### src/rtl/video_delay_pkg.sv
// Shared helpers for the tapped video delay line: tap-select width and
// request clamping.
package video_delay_pkg;

  // Bits needed to encode every delay from 0 through max_dly inclusive.
  function automatic int dly_width(input int max_dly);
    return $clog2(max_dly + 1);
  endfunction

  function automatic int unsigned clamp_dly(input int unsigned sel,
                                            input int unsigned max_dly);
    if (sel > max_dly) begin
      return max_dly;
    end else begin
      return sel;
    end
  endfunction

endpackage

### src/rtl/tap_delay_line.sv
// Clock-enabled shift register of MAX_DLY stages with a runtime tap.
// A tap of 0 passes din straight through to dout.
module tap_delay_line
  import video_delay_pkg::*;
#(
  parameter int W       = 26,
  parameter int MAX_DLY = 8,
  localparam int DLY_W  = dly_width(MAX_DLY)
) (
  input  logic             clk,
  input  logic             clr,
  input  logic             ce,
  input  logic [DLY_W-1:0] dly,
  input  logic [W-1:0]     din,
  output logic [W-1:0]     dout
);

  logic [W-1:0] stage_q [1:MAX_DLY];

  // Clear has priority over the shift, so a stalled pipe still flushes.
  always_ff @(posedge clk) begin
    if (clr) begin
      for (int k = 1; k <= MAX_DLY; k++) begin
        stage_q[k] <= '0;
      end
    end else if (ce) begin
      stage_q[1] <= din;
      for (int k = 2; k <= MAX_DLY; k++) begin
        stage_q[k] <= stage_q[k-1];
      end
    end else begin
      for (int k = 1; k <= MAX_DLY; k++) begin
        stage_q[k] <= stage_q[k];
      end
    end
  end

  // The tap never exceeds MAX_DLY, so the bypass default is never left
  // standing for a nonzero tap.
  always_comb begin
    dout = din;
    if (dly == DLY_W'(0)) begin
      dout = din;
    end else begin
      for (int k = 1; k <= MAX_DLY; k++) begin
        if (dly == DLY_W'(k)) begin
          dout = stage_q[k];
        end else begin
          dout = dout;
        end
      end
    end
  end

endmodule

### src/rtl/video_tap_delay.sv
// Runtime-tapped delay for a {vsync, href, data} pixel bundle. Tap changes
// apply immediately or only at a vsync rising edge, and a fill flag
// reports whether the tap already holds samples taken since reset.
module video_tap_delay
  import video_delay_pkg::*;
#(
  parameter int DW            = 8,
  parameter int CH            = 3,
  parameter int MAX_DLY       = 8,
  parameter int DEFAULT_DLY   = 6,
  parameter int UPD_IMMEDIATE = 0,
  localparam int DLY_W        = dly_width(MAX_DLY)
) (
  input  logic               clk,
  input  logic               rst,
  input  logic               ce,
  input  logic [DLY_W-1:0]   dly_sel,
  input  logic               in_vsync,
  input  logic               in_href,
  input  logic [CH*DW-1:0]   in_data,
  output logic               out_vsync,
  output logic               out_href,
  output logic [CH*DW-1:0]   out_data,
  output logic               out_valid,
  output logic [DLY_W-1:0]   dly_cur,
  output logic               dly_chg
);

  localparam int BW = CH * DW + 2;

  logic [DLY_W-1:0] sel_c_s;
  logic             upd_s;
  logic [DLY_W-1:0] dly_q,     dly_d;
  logic [DLY_W-1:0] fill_q,    fill_d;
  logic             vs_prev_q, vs_prev_d;
  logic             dly_chg_q, dly_chg_d;
  logic [BW-1:0]    bus_in_s;
  logic [BW-1:0]    bus_out_s;

  assign sel_c_s  = DLY_W'(clamp_dly(32'(dly_sel), 32'(MAX_DLY)));
  assign bus_in_s = {in_vsync, in_href, in_data};

  // A change is taken only on an advancing cycle, and in frame mode only on
  // the cycle where vsync first goes high.
  always_comb begin
    upd_s = 1'b0;
    if (ce && (sel_c_s != dly_q)) begin
      if (UPD_IMMEDIATE != 0) begin
        upd_s = 1'b1;
      end else begin
        upd_s = in_vsync & ~vs_prev_q;
      end
    end else begin
      upd_s = 1'b0;
    end
  end

  always_comb begin
    dly_d     = dly_q;
    fill_d    = fill_q;
    vs_prev_d = vs_prev_q;
    dly_chg_d = upd_s;
    if (upd_s) begin
      dly_d = sel_c_s;
    end else begin
      dly_d = dly_q;
    end
    if (ce) begin
      vs_prev_d = in_vsync;
      if (fill_q != DLY_W'(MAX_DLY)) begin
        fill_d = fill_q + DLY_W'(1);
      end else begin
        fill_d = fill_q;
      end
    end else begin
      vs_prev_d = vs_prev_q;
      fill_d    = fill_q;
    end
  end

  // Control state register; reset overrides ce and any pending tap change.
  always_ff @(posedge clk) begin
    if (rst) begin
      dly_q     <= DLY_W'(DEFAULT_DLY);
      fill_q    <= '0;
      vs_prev_q <= 1'b0;
      dly_chg_q <= 1'b0;
    end else begin
      dly_q     <= dly_d;
      fill_q    <= fill_d;
      vs_prev_q <= vs_prev_d;
      dly_chg_q <= dly_chg_d;
    end
  end

  tap_delay_line #(
    .W       (BW),
    .MAX_DLY (MAX_DLY)
  ) u_line (
    .clk  (clk),
    .clr  (rst),
    .ce   (ce),
    .dly  (dly_q),
    .din  (bus_in_s),
    .dout (bus_out_s)
  );

  assign {out_vsync, out_href, out_data} = bus_out_s;
  assign out_valid = (fill_q >= dly_q);
  assign dly_cur   = dly_q;
  assign dly_chg   = dly_chg_q;

endmodule

### config.mk
export PLATFORM = sky130hd
export DESIGN_NAME = video_tap_delay
export DESIGN_NICKNAME = d
export VERILOG_FILES = /design/src/rtl/video_delay_pkg.sv /design/src/rtl/tap_delay_line.sv /design/src/rtl/video_tap_delay.sv
export SDC_FILE = /design/constraint.sdc
export NUM_CORES = 1
export LEC_CHECK = 0
export BUFFER_PORTS_ARGS = -buffer_cell sky130_fd_sc_hd__buf_4
export CORE_MARGIN = 2
export CORE_UTILIZATION = 60
export CTS_CLUSTER_DIAMETER = 200
export DETAILED_ROUTE_END_ITERATION = 7
export GPL_ROUTABILITY_DRIVEN = 1
export PLACE_DENSITY_LB_ADDON = 0.15
export RECOVER_POWER = 100
export SYNTH_ARGS = -nofsm -noshare
export SYNTH_HDL_FRONTEND = slang
export SYNTH_HIERARCHICAL = 1
export SYNTH_SLANG_ARGS = --single-unit
export TNS_END_PERCENT = 5
### constraint.sdc
create_clock -name clk -period 4.89 [get_ports clk]
set_clock_uncertainty 0.05 [all_clocks]
set_input_delay 0.7335 -clock clk [delete_from_list [all_inputs] [get_ports clk]]
set_output_delay 0.7335 -clock clk [all_outputs]
set_load 0.03 [all_outputs]
# == Word level (Yosys, flattened, before mapping) ==
# Memories as Yosys holds them, arrays and structs flattened.
# Index checks and enable logic that the tools add are counted.
# classes
add_sub_neg,1
magnitude_cmp,2
eq_ne,10
mux,35
bitwise_logic,18
reduce_logical,3
# op_table
op,count
2-to-1 mux 26 bit,25
equality test 4 x 3 -> 1 bit (second input constant),4
bitwise OR 1 bit,16
2-to-1 mux 1 bit,9
equality test 4 x 2 -> 1 bit (second input constant),2
adder 4 x 1 -> 4 bit (second input constant),1
equality test 4 x 1 -> 1 bit (second input constant),1
equality test 4 bit (second input constant),1
>= comparator 4 bit,1
greater-than comparator 4 bit (second input constant),1
zero test 4 bit,1
2-to-1 mux 4 bit,1
!= test 4 bit,1
!= test 4 bit (second input constant),1
AND reduction 2 bit,1
AND 1 bit,1
logical AND 1 bit,1
inverter 1 bit,1
# totals
reg_bits,10
ram_bits,208
input_bits,33
out_inout_bits,32
elab_cells,74
mem_count,1
# mem_list
name,depth,width,read_ports,rd_ports_with_merged_regs,wr,line_no,rtl
u_line.stage_q,8,26,8,0,8,tap_delay_line.sv:18,logic [W-1:0] stage_q [1:MAX_DLY];

# == Longest topological paths before layout ==
# depth
word_depth,10
mapped_depth,8
mapped_depth_nobuf,6

# == Hierarchy ==
# The synthesis kept the hierarchy.
# by_module_without_submodules
module,instances,cells_per_inst,area_per_inst_um2,seq_area_each_um2
tap_delay_line,1,839,10191.0,6246.0
video_tap_delay,1,68,596.8,200.2

# == Worst setup path after synthesis ==
# Ideal clock, no wire load.
# synth_path
path_type,input to register
start,input rst
end,"register, netlist name u_line/stage_q[0][0]"
setup_ps,482
t_arrival_ps,3260
required_time_ps,4358
path_slack_ps,1098
stages,1
n_path_buf,0
path_cell_list,or2_2
# synth_rtl
item,line_no,rtl
start: declaration,video_tap_delay.sv:15,"input logic rst,"

# == Final worst setup path ==
# layout_path
start,"register dly_q[1], in the netlist dly_cur[1]"
end,output out_data[21]
# layout_between
elab_chain_cells,10
elab_cells_between_ends,18
cone_classes,eq/ne: 8; mux: 9; reduce/logical: 1
# layout_lines
item,line_no,rtl
start: declaration,video_tap_delay.sv:33,"logic [DLY_W-1:0] dly_q, dly_d;"
start signal: assignment,video_tap_delay.sv:84,dly_q <= DLY_W'(DEFAULT_DLY);
start signal: assignment,video_tap_delay.sv:89,dly_q <= dly_d;
equality test 4 x 1 -> 1 bit,tap_delay_line.sv:46,if (dly == DLY_W'(k)) begin
2-to-1 mux 26 bit (8 in series),tap_delay_line.sv:46,
2-to-1 mux 26 bit *,tap_delay_line.sv:42,if (dly == DLY_W'(0)) begin
end: declaration,video_tap_delay.sv:23,"output logic [CH*DW-1:0] out_data,"
# Mark *: on every way between the ends. The rest lies on a longest branch, timed or not.

==> metrics.cfg <==
[critical_path]
crit_chain = buf_4 -> and3_1 -> a21oi_1 -> o21ai_0 -> a211oi_1 -> a21o_1 -> clkbuf_1
rr_worst_depth = 4
worstPathArrival_ns = 3.57
worstPathMaxFanout = 30
required_ns = 4.11
path_class = flip-flop to primary output
start_kind = flip-flop
max_stage_delay_ns = 1.01
critPathSlowestCell = dfxtp_1
endpoint_kind = primary output

[synth]
synth.avg_cell_area_sq_um = 11.9
synth.most_common_cell = and2_1
synth_warnings = 6
yosysSeqAreaShare_pct = 59.8
synth_top_cells_by_count = and2_1, edfxtp_1, nor2_1
synth_edf_count = 208
synthArstFlopShare_pct = 0
ys_ff_latch = 218
synth_area_leaders = edfxtp_1, and2_1, mux2i_1
synth_top_cell_by_area = edfxtp_1
synthCells = 907
syn_nets = 946
synth.top_cell.area_share_pct = 57.9
synthesis.area_sq_mm = 0.0108
synth_cell_types = 56
synth_flop_cell = edfxtp_1

[clocking]
clkSinkCount = 218
root_buffer = clkbuf_16
cts_setup_buffers = 0
postCtsHoldBufs = 0
cts_tree = yes
htree_num_levels = 1
cts_max_path_buffers = 3
path_clk_slew_ns = 0.06
insertion_delay_ns = 0.51
numCtsBuffers = 24
ctsResizeCount = 0

[placement]
hpwl_mm = 13.8
place_ws_ns = 1.58
place_inst = 1149
portBuffers = 64
routabilityCongestion = 0.848

[route]
wl_mm = 23.7
viasPerCell = 6.08
dr_total_vias = 7247
wire_per_inst_um = 19.9
drtIter0Drc = 915
route.detailed.drc = 0
ant_nets = 0
dr.pass1.iters = 5

[floorplanning]
fp.dieW_um = 138
design.core.area_sq_mm = 0.0178
fp.dieH_um = 138
start_util_pct = 60.7
die_area_sq_mm = 0.0191
io_pins = 65
num_rows = 49

[global_route]
grt_start_max_net_pins = 129
antenna_found_initial = 0
grt_usage_pct = 24.3
grt_pass1_vias = 7134
gr-total-overflow = 0
grt_pass1_wl_mm = 38.2

[sta]
slew_violations = 261
tightest_slew_ns = 3.25
finalHoldViolCount = 0
period_share_pct = 89.0
rsz0062_at_grt = no
setup-violations-final = 0
relSlewSlack_pct = -117
setup-tns-final_ns = 0
clock.fmax_ghz = 0.230
period_needed_ns = 4.35
worst_slack_ns = 0.536

[hold_path]
min_path_type = input port to flip-flop
whs_path_depth = 2

[power_and_ir_drop]
finalPower_mw = 4.63
ir_drop_uv = 323
p_leak_nw = 4.56
p_per_area_mw_per_mm2 = 386

[finish]
final_nets = 985
n_antenna_cell = 0
fin_util_pct = 67.4
final_cells = 1192
syn_to_final_growth_pct = 11.1
final_layout_size_suffix_gt1_share_pct = 12.3

[outcome]
violations = max-capacitance violations, max-slew violations
status = complete, but fails checks

[flow_run]
drv_cap = 3

==> flip-flops by register name, indices dropped and copies added, names as in the netlist <==
| register | cells |
|---|---|
| dly_chg | 1 |
| dly_cur | 4 |
| vs_prev_q | 1 |
| u_line/stage_q | 208 |
| fill_q | 4 |
==> worst max-delay path, delay by kind of cell, from the launching register on <==
kind / cells / cell delay (ns)
AOI/OAI and AO/OA: 4 / 0.63
buffers and inverters: 2 / 0.74
and+or+nand+nor: 1 / 0.66
DFF: 1 / 1.01
==> worst paths after layout <==
check            endpoint  startpoint  slack [ns]
max          out_data[21]  dly_cur[1]        0.54
min             fill_q[1]         rst        0.43
max reg2reg    dly_cur[0]  dly_cur[0]        2.72
min reg2reg     vs_prev_q   vs_prev_q        0.47
==> per-stage QoR <==
step	instance area (sq um)	hold WS (ns)
after floorplan	10800	0.423
after global routing	12000	0.449
after global placement	11400	0.436
final	12000	0.432
after detailed placement	11400	0.456
after CTS	12100	0.435
==> kinds of logic after synthesis <==
kind of cell,Yosys count,share of synthesized area (%)
adders and majority gates,6,0.696
buffers and inverters,81,3.42
and+or+nand+nor,346,18.2
muxes,60,5.88
AOI/OAI and AO/OA,192,11.7
DFF,218,59.8
xor gates and xnor gates,4,0.325
==> metal layers <==
metal,wire (um),GRT usage (%),vias up
met5,0,0,-
met4,431,5.75,0
met3,1260,3.39,31
met2,11200,38.2,232
met1,10800,36.4,3616
li1,-,-,3368
==> power breakdown <==
part / internal (mW) / switching, mW
clock network: 0.991 / 0.702
registers: 2.18 / 0.0790
logic: 0.234 / 0.441
total: 3.41 / 1.22
==> cell usage in the layout (no fill, tap or decap), types with 4 or more instances in the layout <==
cell type / count
clkinv_2: 5
clkbuf_16: 25
edfxtp_1: 208
a22oi_1: 16
nor3_1: 10
o221ai_1: 12
and2_0: 87
nand2_1: 34
ha_1: 6
buf_4: 48
a221oi_1: 6
mux2i_1: 33
mux2_2: 27
nand2b_1: 6
and2_1: 123
inv_1: 15
o32ai_1: 9
a22o_1: 4
a211oi_1: 10
dfxtp_1: 9
nand3b_1: 4
o21ai_1: 10
nor2_1: 57
a21o_1: 12
clkbuf_1: 35
a21oi_1: 46
o22a_1: 13
o21ai_0: 40
clkbuf_8: 4
nor2b_1: 6
==> area by class of cell <==
cell class	count	area, sq um
fillers	1358	5800
flip-flops and latches	218	6450
multi-input cells	608	3970
inverters	15	56.3
clock buffers	35	703
repair buffers	79	479
clock inverters	8	36.3
well taps	229	287
Power figures use the tool's default switching activity.
